## config.mk

```make
export PLATFORM = sky130hd
export DESIGN_NAME = vicii_boot_sequencer_flat
export DESIGN_NICKNAME = d
export VERILOG_FILES = /design/src/rtl/vicii_boot_sequencer_if.sv /design/src/rtl/vicii_boot_sequencer.sv /design/src/flat_wrapper.sv
export SDC_FILE = /design/constraint.sdc
export NUM_CORES = 1
export LEC_CHECK = 0
export ABC_AREA = 1
export BUFFER_PORTS_ARGS = -buffer_cell sky130_fd_sc_hd__buf_2
export CAP_MARGIN = 20
export CORE_UTILIZATION = 55
export CTS_CLUSTER_SIZE = 14
export DETAILED_ROUTE_END_ITERATION = 12
export GPL_ROUTABILITY_DRIVEN = 0
export MAX_ROUTING_LAYER = met4
export PLACE_DENSITY_LB_ADDON = 0.05
export SLEW_MARGIN = 5
export SYNTH_ARGS = -nofsm -noshare
export SYNTH_HDL_FRONTEND = slang
export SYNTH_SLANG_ARGS = --single-unit
```

## constraint.sdc

```tcl
create_clock -name clk -period 3 [get_ports clk]
set_input_delay 0.6 -clock clk [delete_from_list [all_inputs] [get_ports clk]]
set_output_delay 0.6 -clock clk [all_outputs]
set_load 0.1 [all_outputs]
```

## src/rtl/vicii_boot_sequencer_if.sv

```systemverilog
// Bus bundle between the VIC-II boot sequencer and the RAM / VIC-II / register
// table it drives. The master modport is the sequencer side.
// Optional readback signals exist only when SEQ_VERIFY_EN is defined.
interface vicii_boot_sequencer_if #(
  parameter int ADDR_WIDTH = 12,
  parameter int DATA_WIDTH = 12,
  parameter int IDX_WIDTH  = 4
);
  logic                  start;
  logic                  busy;
  logic                  done;
  logic [ADDR_WIDTH-1:0] ram_addr;
  logic [DATA_WIDTH-1:0] ram_wdata;
  logic                  ram_we;
  logic [IDX_WIDTH-1:0]  reg_idx;
  logic [13:0]           reg_entry;
  logic [5:0]            vic_ain;
  logic [DATA_WIDTH-1:0] vic_di;
  logic                  vic_cs;
  logic                  vic_we;
`ifdef SEQ_VERIFY_EN
  logic [DATA_WIDTH-1:0] ram_rdata;
  logic                  err;

  modport master (
    input  start, reg_entry, ram_rdata,
    output busy, done, ram_addr, ram_wdata, ram_we, reg_idx,
           vic_ain, vic_di, vic_cs, vic_we, err
  );

  modport slave (
    output start, reg_entry, ram_rdata,
    input  busy, done, ram_addr, ram_wdata, ram_we, reg_idx,
           vic_ain, vic_di, vic_cs, vic_we, err
  );
`else
  modport master (
    input  start, reg_entry,
    output busy, done, ram_addr, ram_wdata, ram_we, reg_idx,
           vic_ain, vic_di, vic_cs, vic_we
  );

  modport slave (
    output start, reg_entry,
    input  busy, done, ram_addr, ram_wdata, ram_we, reg_idx,
           vic_ain, vic_di, vic_cs, vic_we
  );
`endif
endinterface

```

## src/rtl/vicii_boot_sequencer.sv

```systemverilog
// VIC-II boot sequencer: CPU-less bus master that fills video/colour RAM with
// a tagged incrementing pattern, idles one stride, then replays a table of
// VIC-II register writes. Every bus access is held for STRIDE clocks.
// Optional feature macro: SEQ_VERIFY_EN adds a VERIFY pass after the fill that
// reads each word back and raises a sticky err flag on any mismatch.
module vicii_boot_sequencer #(
  parameter int                    ADDR_WIDTH = 12,
  parameter int                    DATA_WIDTH = 12,
  parameter int                    FILL_LEN   = 1000,
  parameter logic [DATA_WIDTH-1:0] FILL_TAG   = 12'h800,
  parameter int                    STRIDE     = 8,
  parameter int                    NREG       = 5,
  parameter int                    IDX_WIDTH  = 4
) (
  input logic                     clk,
  input logic                     rst_n,
  vicii_boot_sequencer_if.master  bus
);

  localparam int IW = (FILL_LEN > 0) ? $clog2(FILL_LEN + 1) : 1;
  localparam int CW = $clog2(STRIDE);

  localparam logic [IW-1:0]        I_LAST = IW'(FILL_LEN - 1);
  localparam logic [CW-1:0]        C_LAST = CW'(STRIDE - 1);
  localparam logic [CW-1:0]        C_PRE  = CW'(STRIDE - 2);
  localparam logic [IDX_WIDTH-1:0] K_LAST = IDX_WIDTH'((NREG > 0) ? NREG - 1 : 0);

`ifdef SEQ_VERIFY_EN
  typedef enum logic [2:0] {
    S_IDLE, S_FILL, S_VERIFY, S_GAP, S_REGS, S_DONE
  } state_t;
`else
  typedef enum logic [2:0] {
    S_IDLE, S_FILL, S_GAP, S_REGS, S_DONE
  } state_t;
`endif

  state_t                state;
  logic [CW-1:0]         cnt;
  logic [IW-1:0]         i;
  logic [IDX_WIDTH-1:0]  k;
  logic [IDX_WIDTH-1:0]  reg_idx;
  logic                  busy;
  logic                  done;
  logic [ADDR_WIDTH-1:0] ram_addr;
  logic [DATA_WIDTH-1:0] ram_wdata;
  logic                  ram_we;
  logic [5:0]            vic_ain;
  logic [DATA_WIDTH-1:0] vic_di;
  logic                  vic_cs;
  logic                  vic_we;
`ifdef SEQ_VERIFY_EN
  logic                  err;
`endif

  logic [CW-1:0]         cnt_nxt;
  logic [IW-1:0]         i_nxt;
  logic [IDX_WIDTH-1:0]  k_nxt;

  assign cnt_nxt = cnt + CW'(1);
  assign i_nxt   = i + IW'(1);
  assign k_nxt   = k + IDX_WIDTH'(1);

  // Fill pattern: tag in the upper bits, low byte of the word index below it.
  function automatic logic [DATA_WIDTH-1:0] fill_word(input logic [IW-1:0] idx);
    return FILL_TAG | (DATA_WIDTH'(idx) & DATA_WIDTH'(8'hFF));
  endfunction

  // RAM address is the word index truncated to the address width, so an
  // oversized fill wraps around the RAM.
  function automatic logic [ADDR_WIDTH-1:0] fill_addr(input logic [IW-1:0] idx);
    return ADDR_WIDTH'(idx);
  endfunction

  assign bus.busy      = busy;
  assign bus.done      = done;
  assign bus.ram_addr  = ram_addr;
  assign bus.ram_wdata = ram_wdata;
  assign bus.ram_we    = ram_we;
  assign bus.reg_idx   = reg_idx;
  assign bus.vic_ain   = vic_ain;
  assign bus.vic_di    = vic_di;
  assign bus.vic_cs    = vic_cs;
  assign bus.vic_we    = vic_we;
`ifdef SEQ_VERIFY_EN
  assign bus.err       = err;
`endif

  // Sequencer FSM with all bus outputs registered. reg_idx runs one step ahead
  // of the entry being written: it advances on the second-to-last cycle of an
  // entry so that the table word for the next entry is already valid at the
  // edge where it is captured into vic_ain/vic_di.
  always_ff @(posedge clk or negedge rst_n) begin
    if (!rst_n) begin
      state     <= S_IDLE;
      cnt       <= '0;
      i         <= '0;
      k         <= '0;
      reg_idx   <= '0;
      busy      <= 1'b0;
      done      <= 1'b0;
      ram_addr  <= '0;
      ram_wdata <= '0;
      ram_we    <= 1'b0;
      vic_ain   <= '0;
      vic_di    <= '0;
      vic_cs    <= 1'b0;
      vic_we    <= 1'b0;
`ifdef SEQ_VERIFY_EN
      err       <= 1'b0;
`endif
    end else begin
      case (state)
        S_IDLE, S_DONE: begin
          if (bus.start) begin
            busy    <= 1'b1;
            done    <= 1'b0;
            cnt     <= '0;
            i       <= '0;
            k       <= '0;
            reg_idx <= '0;
`ifdef SEQ_VERIFY_EN
            err     <= 1'b0;
`endif
            if (FILL_LEN > 0) begin
              state     <= S_FILL;
              ram_we    <= 1'b1;
              ram_addr  <= fill_addr('0);
              ram_wdata <= fill_word('0);
            end else begin
              state     <= S_GAP;
              ram_addr  <= '0;
            end
          end
        end

        S_FILL: begin
          if (cnt == C_LAST) begin
            cnt <= '0;
            if (i == I_LAST) begin
              i         <= '0;
              ram_we    <= 1'b0;
              ram_addr  <= '0;
              ram_wdata <= '0;
`ifdef SEQ_VERIFY_EN
              state     <= S_VERIFY;
`else
              state     <= S_GAP;
`endif
            end else begin
              i         <= i_nxt;
              ram_addr  <= fill_addr(i_nxt);
              ram_wdata <= fill_word(i_nxt);
            end
          end else begin
            cnt <= cnt_nxt;
          end
        end

`ifdef SEQ_VERIFY_EN
        S_VERIFY: begin
          if (cnt == C_LAST) begin
            cnt <= '0;
            if (bus.ram_rdata != fill_word(i)) begin
              err <= 1'b1;
            end
            if (i == I_LAST) begin
              i        <= '0;
              ram_addr <= '0;
              state    <= S_GAP;
            end else begin
              i        <= i_nxt;
              ram_addr <= fill_addr(i_nxt);
            end
          end else begin
            cnt <= cnt_nxt;
          end
        end
`endif

        S_GAP: begin
          if (cnt == C_LAST) begin
            cnt <= '0;
            if (NREG > 0) begin
              state   <= S_REGS;
              vic_cs  <= 1'b1;
              vic_we  <= 1'b1;
              vic_ain <= bus.reg_entry[13:8];
              vic_di  <= DATA_WIDTH'(bus.reg_entry[7:0]);
            end else begin
              state   <= S_DONE;
              busy    <= 1'b0;
              done    <= 1'b1;
            end
          end else begin
            cnt <= cnt_nxt;
          end
        end

        S_REGS: begin
          if (cnt == C_PRE && k != K_LAST) begin
            reg_idx <= k_nxt;
          end
          if (cnt == C_LAST) begin
            cnt <= '0;
            if (k == K_LAST) begin
              state   <= S_DONE;
              vic_cs  <= 1'b0;
              vic_we  <= 1'b0;
              busy    <= 1'b0;
              done    <= 1'b1;
            end else begin
              k       <= k_nxt;
              vic_ain <= bus.reg_entry[13:8];
              vic_di  <= DATA_WIDTH'(bus.reg_entry[7:0]);
            end
          end else begin
            cnt <= cnt_nxt;
          end
        end

        default: begin
          state <= S_IDLE;
        end
      endcase
    end
  end

endmodule

```

## src/flat_wrapper.sv

```systemverilog
// flat-port wrapper written by rule: the top's interface ports become plain ports
module vicii_boot_sequencer_flat 
#(
  parameter int                    ADDR_WIDTH = 12,
  parameter int                    DATA_WIDTH = 12,
  parameter int                    FILL_LEN   = 1000,
  parameter logic [DATA_WIDTH-1:0] FILL_TAG   = 12'h800,
  parameter int                    STRIDE     = 8,
  parameter int                    NREG       = 5,
  parameter int                    IDX_WIDTH  = 4
)
  (clk, rst_n, bus_start, bus_reg_entry, bus_busy, bus_done, bus_ram_addr, bus_ram_wdata, bus_ram_we, bus_reg_idx, bus_vic_ain, bus_vic_di, bus_vic_cs, bus_vic_we);
  vicii_boot_sequencer_if #(.ADDR_WIDTH(ADDR_WIDTH), .DATA_WIDTH(DATA_WIDTH), .IDX_WIDTH(IDX_WIDTH)) bus_i ();
  input logic clk;
  input logic rst_n;
  input wire logic [$bits(bus_i.start)-1:0] bus_start;
  input wire logic [$bits(bus_i.reg_entry)-1:0] bus_reg_entry;
  output wire logic [$bits(bus_i.busy)-1:0] bus_busy;
  output wire logic [$bits(bus_i.done)-1:0] bus_done;
  output wire logic [$bits(bus_i.ram_addr)-1:0] bus_ram_addr;
  output wire logic [$bits(bus_i.ram_wdata)-1:0] bus_ram_wdata;
  output wire logic [$bits(bus_i.ram_we)-1:0] bus_ram_we;
  output wire logic [$bits(bus_i.reg_idx)-1:0] bus_reg_idx;
  output wire logic [$bits(bus_i.vic_ain)-1:0] bus_vic_ain;
  output wire logic [$bits(bus_i.vic_di)-1:0] bus_vic_di;
  output wire logic [$bits(bus_i.vic_cs)-1:0] bus_vic_cs;
  output wire logic [$bits(bus_i.vic_we)-1:0] bus_vic_we;
  assign bus_i.start = bus_start;
  assign bus_i.reg_entry = bus_reg_entry;
  assign bus_busy = bus_i.busy;
  assign bus_done = bus_i.done;
  assign bus_ram_addr = bus_i.ram_addr;
  assign bus_ram_wdata = bus_i.ram_wdata;
  assign bus_ram_we = bus_i.ram_we;
  assign bus_reg_idx = bus_i.reg_idx;
  assign bus_vic_ain = bus_i.vic_ain;
  assign bus_vic_di = bus_i.vic_di;
  assign bus_vic_cs = bus_i.vic_cs;
  assign bus_vic_we = bus_i.vic_we;
  vicii_boot_sequencer #(.ADDR_WIDTH(ADDR_WIDTH), .DATA_WIDTH(DATA_WIDTH), .FILL_LEN(FILL_LEN), .FILL_TAG(FILL_TAG), .STRIDE(STRIDE), .NREG(NREG), .IDX_WIDTH(IDX_WIDTH)) u_core (.clk(clk), .rst_n(rst_n), .bus(bus_i));
endmodule
```

==> results by group <==
Status
  – Status: finished, final reports clean

GRT
  – Initial antenna violation count: 0
  – Largest net degree at the start of global routing: 44
  – Grt ovf: 0
  – First-pass GRT wire length: 7250 um
  – Vias in the first global route: 1579
  – Total global-route track usage: 0.228

Floorplan
  – Row Count: 23
  – Initial Util: 0.575
  – Die height: 66.9 um
  – Die area: 0.00448 mm^2
  – Die W: 66.9 um
  – Area of the core: 0.00403 mm^2
  – # IOs: 68

Route
  – DR vias/cell: 4.93
  – DR DRC count: 0
  – Vias: 1964
  – Initial DRC count: 105
  – WL/cell: 11.5 um
  – ANT nets after route: 0
  – 1st-pass router iterations: 4
  – Total wire length: 4580 um

Clocking
  – CTS Buffer Depth: 2
  – CTS tree: built
  – Worst-Skew Late Latency: 300 ps
  – CTS-repair resized insts: 0
  – CTS H-tree depth: 2
  – Clock slew at reported path FFs: 90 ps
  – # clock sinks: 43
  – TritonCTS buffer count: 5
  – Root Driver: clkbuf_8
  – CTS Hold Bufs: 0
  – Postcts setup bufs: 0

Synthesis
  – Ys Warns: 0
  – Most used flip-flop cell after synthesis: dfrtp_1
  – Synth top area cells: dfrtp_1, nand2_1, nand3_1
  – Mapped Area: 0.00232 mm^2
  – Sequential share of the synthesized area: 0.464
  – Flops & latches, synth: 43
  – Synth cell types: 22
  – Post-synth EDFFs: 0
  – Syn Inst Count: 297
  – Asr flop ratio synth: 1.00
  – Synth cell count leaders: nand2_1, dfrtp_1, nand3_1, nor2_1, inv_1
  – Post-synth top area cell: dfrtp_1
  – Post-Syn Area per Cell: 7.81 um^2
  – Cell with the most instances after synthesis: nand2_1
  – Top cell type's share of synthesized area: 0.464

Timing
  – Rel. slew slack: 0.374
  – Worst hold slack: 437 ps
  – Final Max Tran Viols: 0
  – Final hold violation count: 0
  – Sum of negative setup slack: 0 ps
  – Fmax: 507 MHz
  – Fin crit share: 0.658
  – Setup Skew: 11.8 ps
  – Worst slew pin tran: 939 ps
  – Final setup violation count: 0
  – Unrepaired setup endpoints after global routing: no
  – Tmin final: 1970 ps

Finish
  – Multi-input logic area: 0.00102 mm^2
  – ANT cells: 0
  – Area grow syn2layout: 13.3%
  – Reg area: 0.00108 mm^2
  – Final net count: 370
  – Fill cells: 361
  – Fraction of layout cells with a size suffix above 1: 0.216
  – Final core occ: 0.652

Worst hold path
  – Hold crit path type: in2async

Place
  – Input/output buffers: 58
  – Detailed Place HPWL: 3350 um

Worst setup path
  – Worst setup SP type: register
  – CP required: 3190 ps
  – Slowest cell on the critical path: o21ai_0
  – Cell-by-cell trace of the critical path: ha_1 -> ha_1 -> inv_1 -> o21ai_0 -> nand3_1 -> nand2_1 -> nand2_1
  – CP Max Fanout: 7
  – Crit Path Class: reg2reg
  – Largest stage delay, worst path: 510 ps
  – Family with the most delay on the worst path: compound AO/OA/AOI/OAI gates
  – Crit path buffers/inverters: 1
  – CP Capture Type: register
  – Worst endpoint data arrival time: 2170 ps

Flow run
  – Max-cap violations: 0
sequential cells by signal, indices dropped and copies added, names as in the netlist:
| name | flops |
|---|---|
| u_core.cnt | 3 |
| u_core.bus.ram_wdata | 9 |
| u_core.bus.busy | 1 |
| u_core.bus.ram_we | 1 |
| u_core.state | 3 |
| u_core.bus.reg_idx | 4 |
| u_core.bus.vic_we | 1 |
| u_core.bus.done | 1 |
| u_core.bus.ram_addr | 2 |
| u_core.k | 4 |
| u_core.bus.vic_ain | 6 |
| u_core.bus.vic_di | 8 |
routing by layer:
metal | vias up | track usage | wire length, um
met5 | - | - | 0
met4 | 0 | 0.0957 | 77
met3 | 6 | 0.0582 | 230
met2 | 55 | 0.317 | 1990
met1 | 874 | 0.312 | 2280
li1 | 1029 | - | -
layout make-up:
class,instances,area share
Clock buffer,5,0.0262
Clock inverter,3,0.00762
Inverter,23,0.0329
Multi-Input combinational cell,216,0.390
Sequential cell,43,0.410
Tap cell,50,0.0238
Timing Repair Buffer,58,0.110
metrics by stage:
step / cell area [um^2] / instances / setup slack [ps]
global route: 2630 / 398 / 819
global placement: 2540 / 390 / 1110
floorplan: 2350 / 305 / 851
finish: 2630 / 398 / 1030
detailed placement: 2540 / 390 / 1040
CTS: 2630 / 398 / 1030
kinds of logic after synthesis:
logic type	share of synthesized area
buffers and inverters	0.107
DFF	0.464
AOI/OAI and AO/OA	0.0432
adders and majority gates	0.0324
and+or+nand+nor	0.344
xor gates and xnor gates	0.00756
other	0.00162
cell usage in the layout (no fill, tap or decap), types with 2 or more instances in the layout:
cell,count
nand2_1,98
buf_2,58
dfrtp_1,43
nand3_1,34
nor2_1,27
inv_1,22
o21ai_0,12
nand4_1,11
conb_1,9
ha_1,6
a21oi_1,5
clkbuf_8,5
nor2_4,3
nand2_2,2
nor3_1,2
o31ai_1,2
clkinvlp_4,2
final timing paths:
check	start	to	slack, ps	cells after the start
worst max register to register	u_core.cnt[0]$_DFFE_PN0P_	u_core.state[2]$_DFFE_PN0P_	1030	7
min in group clk	u_core.bus.vic_di[2]$_DFFE_PN0P_	u_core.bus.vic_di[2]$_DFFE_PN0P_	470	2
worst min register to register	u_core.bus.vic_di[2]$_DFFE_PN0P_	u_core.bus.vic_di[2]$_DFFE_PN0P_	470	2
worst min-delay path	rst_n	u_core.bus.vic_di[5]$_DFFE_PN0P_	440	1
max in group asynchronous	rst_n	u_core.bus.ram_wdata[0]$_DFFE_PN0P_	1970	1
worst max-delay path	u_core.cnt[0]$_DFFE_PN0P_	u_core.state[2]$_DFFE_PN0P_	1030	7
Power is not shown: default switching activity piles up to over one toggle a cycle in this logic, so the estimate is an artifact.
